===== config.mk =====
export PLATFORM = sky130hd
export DESIGN_NAME = debug_scan_chain
export DESIGN_NICKNAME = d
export VERILOG_FILES = /design/src/rtl/scan_pkg.sv /design/src/rtl/scan_shift_reg.sv /design/src/rtl/debug_scan_chain.sv
export SDC_FILE = /design/constraint.sdc
export NUM_CORES = 1
export LEC_CHECK = 0
export ABC_CLOCK_PERIOD_IN_PS = 4600
export BUFFER_PORTS_ARGS = -buffer_cell sky130_fd_sc_hd__buf_2
export CAP_MARGIN = 25
export CORE_MARGIN = 8
export CORE_UTILIZATION = 40
export CTS_CLUSTER_SIZE = 8
export DETAILED_ROUTE_END_ITERATION = 6
export GPL_ROUTABILITY_DRIVEN = 0
export PLACE_DENSITY_LB_ADDON = 0.25
export RECOVER_POWER = 100
export SYNTH_ARGS = -nofsm -noshare
export SYNTH_HDL_FRONTEND = slang
export SYNTH_SLANG_ARGS = --single-unit

===== constraint.sdc =====
create_clock -name scan_clk -period 4.6 [get_ports scan_clk]
set_input_delay 0 -clock scan_clk [delete_from_list [all_inputs] [get_ports scan_clk]]
set_output_delay 0 -clock scan_clk [all_outputs]
set_load 0.05 [all_outputs]

===== src/rtl/scan_pkg.sv =====
// scan_pkg: shared definitions for the debugger scan path.
//   - scan_state_e : FSM state encoding used by debug_scan_chain
//   - MU0 register widths and the resulting default chain length
package scan_pkg;

  typedef enum logic [1:0] {
    IDLE   = 2'd0,
    SHIFT  = 2'd1,
    UPDATE = 2'd2
  } scan_state_e;

  localparam int ACC_W       = 16;
  localparam int PC_W        = 12;
  localparam int FLAGS_W     = 2;
  localparam int MU0_CHAIN_W = ACC_W + PC_W + FLAGS_W;

endpackage


===== src/rtl/scan_shift_reg.sv =====
// scan_shift_reg: W-bit serial shift register for the scan chain.
// Ports:
//   clk_i       : scan clock
//   rst_ni      : synchronous active-low reset (clears the register)
//   clr_i       : discard contents (abandoned pass)
//   load_i      : capture-shift, q <= {ser_i, load_data_i}
//   shift_i     : plain shift, q <= {ser_i, q[W-1:1]}
//   ser_i       : serial input entering at the MSB end
//   load_data_i : capture bits 1..W-1 (bit 0 leaves the chain live)
//   q_o         : register contents, q_o[0] is the next bit out
module scan_shift_reg #(
  parameter int W = 30
) (
  input  logic         clk_i,
  input  logic         rst_ni,
  input  logic         clr_i,
  input  logic         load_i,
  input  logic         shift_i,
  input  logic         ser_i,
  input  logic [W-2:0] load_data_i,
  output logic [W-1:0] q_o
);

  logic [W-1:0] shreg_q;
  logic [W-1:0] shreg_d;

  always_comb begin
    shreg_d = shreg_q;
    if (clr_i) begin
      shreg_d = '0;
    end else if (load_i) begin
      // Bit 0 is delivered live on the capture cycle, so only bits 1.. are kept.
      shreg_d = {ser_i, load_data_i};
    end else if (shift_i) begin
      shreg_d = {ser_i, shreg_q[W-1:1]};
    end
  end

  always_ff @(posedge clk_i) begin
    if (!rst_ni) begin
      shreg_q <= '0;
    end else begin
      shreg_q <= shreg_d;
    end
  end

  assign q_o = shreg_q;

endmodule


===== src/rtl/debug_scan_chain.sv =====
// debug_scan_chain: read/write scan path for the debugger.
// Snapshots cap_data, shifts it out LSB-first on scan_out while shifting
// scan_in into the MSB end, and after a completed pass optionally presents
// the received word on upd_data with a one-cycle upd_valid.
// Ports:
//   scan_clk   : only clock
//   scan_rst_n : synchronous active-low reset
//   cap_data   : live values to scan, bit 0 first
//   scan_en    : scan-mode enable
//   scan_in    : host serial data in
//   scan_out   : current chain bit
//   upd_data   : last complete shifted-in word
//   upd_valid  : one-cycle write-back strobe
//   scan_err   : one-cycle pulse, scan_en dropped mid-pass
//   busy       : state is not IDLE
//
// state  | meaning
// IDLE   | waiting for scan_en; scan_out shows cap_data[0] live
// SHIFT  | shifting; cnt = bits already shifted in the current pass
// UPDATE | upd_valid high for this single cycle
module debug_scan_chain
  import scan_pkg::*;
#(
  parameter int CHAIN_W  = MU0_CHAIN_W,
  parameter int WRITABLE = 1,
  parameter int CNT_W    = $clog2(CHAIN_W)
) (
  input  logic               scan_clk,
  input  logic               scan_rst_n,
  input  logic [CHAIN_W-1:0] cap_data,
  input  logic               scan_en,
  input  logic               scan_in,
  output logic               scan_out,
  output logic [CHAIN_W-1:0] upd_data,
  output logic               upd_valid,
  output logic               scan_err,
  output logic               busy
);

  scan_state_e        state_q;
  logic [CNT_W-1:0]   cnt_q;
  logic               pass_done_q;
  logic [CHAIN_W-1:0] upd_data_q;
  logic               upd_valid_q;
  logic               scan_err_q;
  logic [CHAIN_W-1:0] shreg;

  logic at_start;
  logic at_last;
  logic sr_load;
  logic sr_shift;
  logic sr_clr;

  // at_start: the cycle where bit 0 must come straight from cap_data.
  assign at_start = (state_q == IDLE) || ((state_q == SHIFT) && (cnt_q == '0));
  assign at_last  = (cnt_q == CNT_W'(CHAIN_W - 1));

  assign sr_load  = scan_en && at_start;
  assign sr_shift = scan_en && (state_q == SHIFT) && (cnt_q != '0);
  assign sr_clr   = !scan_en && (state_q == SHIFT) && (cnt_q != '0);

  scan_shift_reg #(
    .W (CHAIN_W)
  ) u_shreg (
    .clk_i       (scan_clk),
    .rst_ni      (scan_rst_n),
    .clr_i       (sr_clr),
    .load_i      (sr_load),
    .shift_i     (sr_shift),
    .ser_i       (scan_in),
    .load_data_i (cap_data[CHAIN_W-1:1]),
    .q_o         (shreg)
  );

  always_ff @(posedge scan_clk) begin
    if (!scan_rst_n) begin
      state_q     <= IDLE;
      cnt_q       <= '0;
      pass_done_q <= 1'b0;
      upd_data_q  <= '0;
      upd_valid_q <= 1'b0;
      scan_err_q  <= 1'b0;
    end else begin
      upd_valid_q <= 1'b0;
      scan_err_q  <= 1'b0;
      case (state_q)
        IDLE: begin
          if (scan_en) begin
            cnt_q       <= CNT_W'(1);
            pass_done_q <= 1'b0;
            state_q     <= SHIFT;
          end
        end
        SHIFT: begin
          if (scan_en) begin
            if (cnt_q == '0) begin
              // Recapture; pass_done survives until the pass is under way.
              cnt_q <= CNT_W'(1);
            end else if (at_last) begin
              cnt_q       <= '0;
              pass_done_q <= 1'b1;
            end else begin
              cnt_q <= cnt_q + CNT_W'(1);
              if (cnt_q == CNT_W'(1)) begin
                pass_done_q <= 1'b0;
              end
            end
          end else if (cnt_q != '0) begin
            scan_err_q <= 1'b1;
            cnt_q      <= '0;
            state_q    <= IDLE;
          end else if (pass_done_q && (WRITABLE != 0)) begin
            upd_data_q  <= shreg;
            upd_valid_q <= 1'b1;
            state_q     <= UPDATE;
          end else begin
            state_q <= IDLE;
          end
        end
        UPDATE: begin
          state_q <= IDLE;
        end
        default: begin
          state_q <= IDLE;
        end
      endcase
    end
  end

  assign scan_out  = at_start ? cap_data[0] : shreg[0];
  assign upd_data  = upd_data_q;
  assign upd_valid = upd_valid_q;
  assign scan_err  = scan_err_q;
  assign busy      = (state_q != IDLE);

endmodule


Yosys cells after proc, flatten, opt, wreduce, memory -nomap -nowiden
Index checks and enable logic that the tools add are counted.
{"block": "op_classes", "add_sub_neg": 1, "mul": 0, "div_mod_pow": 0, "magnitude_cmp": 0, "eq_ne": 9, "shifts": 0, "n_mux": 22, "n_bitwise": 4, "reduce_logical": 21}
{"op": "30-bit 2-to-1 mux", "n": 2}
{"op": "5-bit 2-to-1 mux", "n": 5}
{"op": "5-bit case mux with 2 select lines", "n": 1}
{"op": "1-bit 2-to-1 mux", "n": 8}
{"op": "2-bit 2-to-1 mux", "n": 4}
{"op": "2-bit inequality test (second input constant)", "n": 4}
{"op": "1-bit logical AND", "n": 6}
{"op": "3-bit by 2-bit inequality test with 1-bit output (second input constant)", "n": 2}
{"op": "2-bit nonzero test", "n": 3}
{"op": "5-bit by 1-bit adder with 5-bit output (second input constant)", "n": 1}
{"op": "5-bit by 1-bit equality test with 1-bit output (second input constant)", "n": 1}
{"op": "5-bit equality test (second input constant)", "n": 1}
{"op": "5-bit logical NOT", "n": 1}
{"op": "5-bit AND reduction", "n": 1}
{"op": "5-bit nonzero test", "n": 1}
{"op": "1-bit inverter", "n": 4}
{"op": "2-bit case mux with 2 select lines", "n": 1}
{"op": "4-bit AND reduction", "n": 1}
{"op": "4-bit OR reduction", "n": 1}
{"op": "3-bit AND reduction", "n": 1}
{"op": "3-bit OR reduction", "n": 1}
{"op": "2-bit by 1-bit equality test with 1-bit output (second input constant)", "n": 1}
{"op": "2-bit logical NOT", "n": 1}
{"op": "1-bit case mux with 2 select lines", "n": 1}
{"op": "other kinds (4)", "n": 4}
{"block": "word_totals", "reg_bits": 70, "latch_bits": 0, "ramBits": 0, "rom_bits": 0, "output_inout_bits": 34, "elab_cells": 64, "n_memories": 0}

Longest topological paths before layout
{"block": "depth", "word_depth": 6, "mapped_depth": 8}

Hierarchy
A second synthesis with hierarchy kept.
{"block": "hier_totals", "hier_cells": 328, "hier_area_um2": 3249.4}
{"mod": "debug_scan_chain", "instances": 1, "cells_per_inst": 193, "area_per_inst_um2": 1660.3, "seq_area_each_um2": 800.8}
{"mod": "scan_shift_reg", "instances": 1, "cells_per_inst": 135, "area_per_inst_um2": 1589.0, "seq_area_each_um2": 600.6}

Worst setup path before layout
No wires, ideal clock.
{"block": "synth_path", "kind": "register -> output", "start": "register cnt_q[0]", "end": "output port scan_out", "arrival_time_ns": 1.956, "t_required_ns": 4.600, "setup_slack_ns": 2.644, "stages_incl_launch_ff": 8, "path_buffers": 1, "path_cell_list": "dfxtp_1 -> inv_1 -> ha_1 -> or4b_4 -> and2_1 -> buf_2 -> nor2_1 -> mux2_2"}
{"block": "synth_between", "elab_chain_cells": 4}
{"element": "start: declaration", "line": "debug_scan_chain.sv:41", "rtl": "logic [CNT_W-1:0] cnt_q;"}
{"element": "start signal: assignment", "line": "debug_scan_chain.sv:103", "rtl": "cnt_q <= cnt_q + CNT_W'(1);"}
{"element": "5-bit logical NOT", "line": "debug_scan_chain.sv:55", "rtl": "assign at_start = (state_q == IDLE) || ((state_q == SHIFT) && (cnt_q == '0));"}
{"element": "1-bit logical AND", "line": "debug_scan_chain.sv:55"}
{"element": "1-bit logical OR", "line": "debug_scan_chain.sv:55"}
{"element": "1-bit 2-to-1 mux", "line": "debug_scan_chain.sv:130", "rtl": "assign scan_out = at_start ? cap_data[0] : shreg[0];"}
{"element": "end: declaration", "line": "debug_scan_chain.sv:33", "rtl": "output logic scan_out,"}
Every way passes these cells.

Worst setup path in the final report
Same ends and word-level chain as after synthesis.

==> results_dict.tcl <==
set metrics [dict create \
    status "complete, no violations" \
    r2r_end "u_shreg.q_o[28]" \
    clock-sinks 70 \
    finalCritPeriodShare_pct 69.0 \
    ys_async_sr_fraction_pct 0 \
    grt_max_degree 65 \
    hold_class "in -> reg" \
    r2r_slack_ps 1980 \
    cts_made_buffers 9 \
    avgViaCountPerCell 5.02 \
    postLayoutCoreUtil_pct 53.6 \
    cp_max_fo 30 \
    synth-edff-count 0 \
    fin_setup_tns_ps 0 \
    p_sw_share_pct 24.3 \
    p_leak_uw 0.00137 \
    fin_area_mm2 0.00364 \
    rsz0062_at_grt "no" \
    crit_chain "inv_1, ha_1, or4b_1, and2_1, clkbuf_1, nor2_1, mux2_2, buf_2" \
    grt_usage_pct 15.4 \
    fmaxAchievable_mhz 315 \
    seqPwrFrac_pct 52.6 \
    power_uw 1220 \
    vias 2727 \
    ys_types 35 \
    max_stage_delay_ps 590 \
    power.switching_uw 298 \
    die_h_um 100 \
    num_io_pins 68 \
    insertion_delay_ps 340 \
    internal-power_uw 926 \
    dp.cells 495 \
    cp_data_arrival_time_ps 3170 \
    final_cell_count_no_fill 543 \
    peakVddDrop_uv 155 \
    die_area_mm2 0.0100 \
    final_max_slew_viol_count 0 \
    synth_seq_cells 70 \
    fillCellCount 679 \
    min_period_ps 3170 \
    crit_type "reg -> out" \
    routed_wl_um 7470 \
    overflow 0 \
    place_area_mm2 0.00318 \
    synth_fp_nets 391 \
    yosys_most_used_dff "dfxtp_1" \
    drt_iter0_markers 122 \
    cap_violations 0 \
    crit_path_top_delay_cell "or4b_1" \
    cts_tree "built" \
    timing.rr.start "cnt_q[0]" \
    clock_path_buffers 2 \
    hold_depth 3 \
    seq_area_frac_synth_pct 49.7 \
    grt_pass1_wl_um 12500 \
    hold_path_end "state_q[1]" \
    relSlewSlack_pct 9.78 \
    yosys_warnings 0 \
    power.share.clock_pct 38.3 \
    cts_resized 0 \
    end_kind "output port" \
    final_cell_mix "nand2_1 (122), dfxtp_1 (70), clkbuf_1 (37)" \
    cp-start-kind "flip-flop" \
    ant_nets 0 \
    synth_cells 354 \
    syn_area_per_cell_um2 7.97 \
    die_w_um 100 \
    htree_levels 3 \
    skew_ps 9.17 \
    syn_to_final_growth_pct 29.1 \
    r2r_cells 6 \
    worst_pin_slew_ps 1350 \
    drive_above_1_share_pct 12.1 \
    syn-cell-area_mm2 0.00282 \
    crit_family "simple AND/OR/NAND/NOR gates" \
    routedWlPerCell_um 13.7 \
    clockRootBuffer "clkbuf_8" \
    setup-violations-final 0 \
    initial_core_util_pct 41.5 \
    final_hold_viol_count 0 \
    antenna_found_initial 0 \
    grt_pass1_vias 2592 \
    port_buffers 67 \
    critPathBufInv 3 \
    mostFrequentLayoutCell "nand2_1" \
    pwr-share-comb_pct 9.1 \
    first_pass_iters 6 \
    diodes 0 \
    cp.required_ps 4600 \
    drc 0 \
    power_density_mw_per_mm2 336 \
    core_area_mm2 0.00679 \
    clk_pin_slew_ps 70 \
    fin_nets 480 \
    worstHoldStart "scan_en" \
    post-cts-setup-buffers 0 \
    dpl.hpwl_um 4900 \
    rows 30 \
    hold_buffers 31 \
]
-- how the worst max path moves through the flow --
stage / slack, ps / cells after the start / end / start
2_1_floorplan: 2640 / 7 / scan_out / cnt_q[0]
3_3_place_gp: 2330 / 6 / u_shreg.q_o[15] / cnt_q[0]
3_5_place_dp: 2290 / 6 / u_shreg.q_o[16] / cnt_q[0]
4_1_cts: 1940 / 8 / scan_out / cnt_q[0]
5_1_grt: 1170 / 8 / scan_out / cnt_q[0]
6_report: 1430 / 8 / scan_out / cnt_q[0]
-- Yosys cell counts (2+ instances only) --
cell type  count  area, um2
a21oi_1       33        165
buf_6          3       33.8
o21ai_0       32        160
clkbuf_1      19       71.3
ha_1           3       37.5
nand2_1      122        458
a31oi_1       30        188
nor2b_1        3       18.8
nor2_1         7       26.3
nand2b_1       3       18.8
xor2_1         2       17.5
buf_2          2       10.0
inv_1          3       11.3
dfxtp_1       70       1400
and2_1         2       12.5
-- stage by stage --
stage	setup slack, ps	hold slack (ps)
after detailed placement	2290	274
after floorplan	2640	122
final	1430	102
after CTS	1940	87.4
after global routing	1170	141
after global placement	2330	278
-- kinds of logic (layout without fill, tap and decap cells) --
kind of cell | count (synthesis) | after routing | synth area share (%)
adder cells (fa/ha/maj) | 3 | 3 | 1.33
AND/OR/NAND/NOR | 149 | 149 | 23.1
XOR/XNOR | 3 | 3 | 0.931
AO/OA/AOI/OAI | 99 | 99 | 19.5
multiplexers | 2 | 2 | 0.754
flip-flops | 70 | 70 | 49.7
buffers and inverters | 28 | 121 | 4.75
-- area by class of cell --
| class | instances | area [um2] | share of cell area, % |
|---|---|---|---|
| Timing Repair Buffer | 103 | 654 | 18.0 |
| Clock inverter | 4 | 48.8 | 1.34 |
| Tap cell | 96 | 120 | 3.30 |
| Sequential cell | 70 | 1400 | 38.5 |
| Clock buffer | 11 | 131 | 3.61 |
| Inverter | 3 | 11.3 | 0.309 |
| Multi-Input combinational cell | 256 | 1280 | 35.0 |
-- flip-flops by register name, indices dropped and copies added (netlist names) --
signal       flops
upd_data        30
cnt_q            5
pass_done_q      1
upd_valid        1
scan_err         1
u_shreg.q_o     30
state_q          2
-- tightest hold or removal path: cells and delay by family --
kind | cells | cell delay (ps)
buf+inv | 1 | 170
simple gates | 2 | 220
-- power groups by stage --
stage          logic, uW  clock network, uW  registers (uW)
6_report             111                469             644
5_1_grt              123                503             647
4_1_cts              109                481             644
3_5_place_dp        88.3                  0             658
3_3_place_gp        87.3                  0             657
2_1_floorplan       60.6                  0             652
-- layer usage --
layer | track usage [%] | share of wire (%)
met2 | 24.6 | 46
met5 | 0 | 0
met4 | 7.67 | 2.0
met1 | 18.9 | 47
met3 | 3.74 | 4.9
No activity file was read; power rests on OpenSTA's default activity.
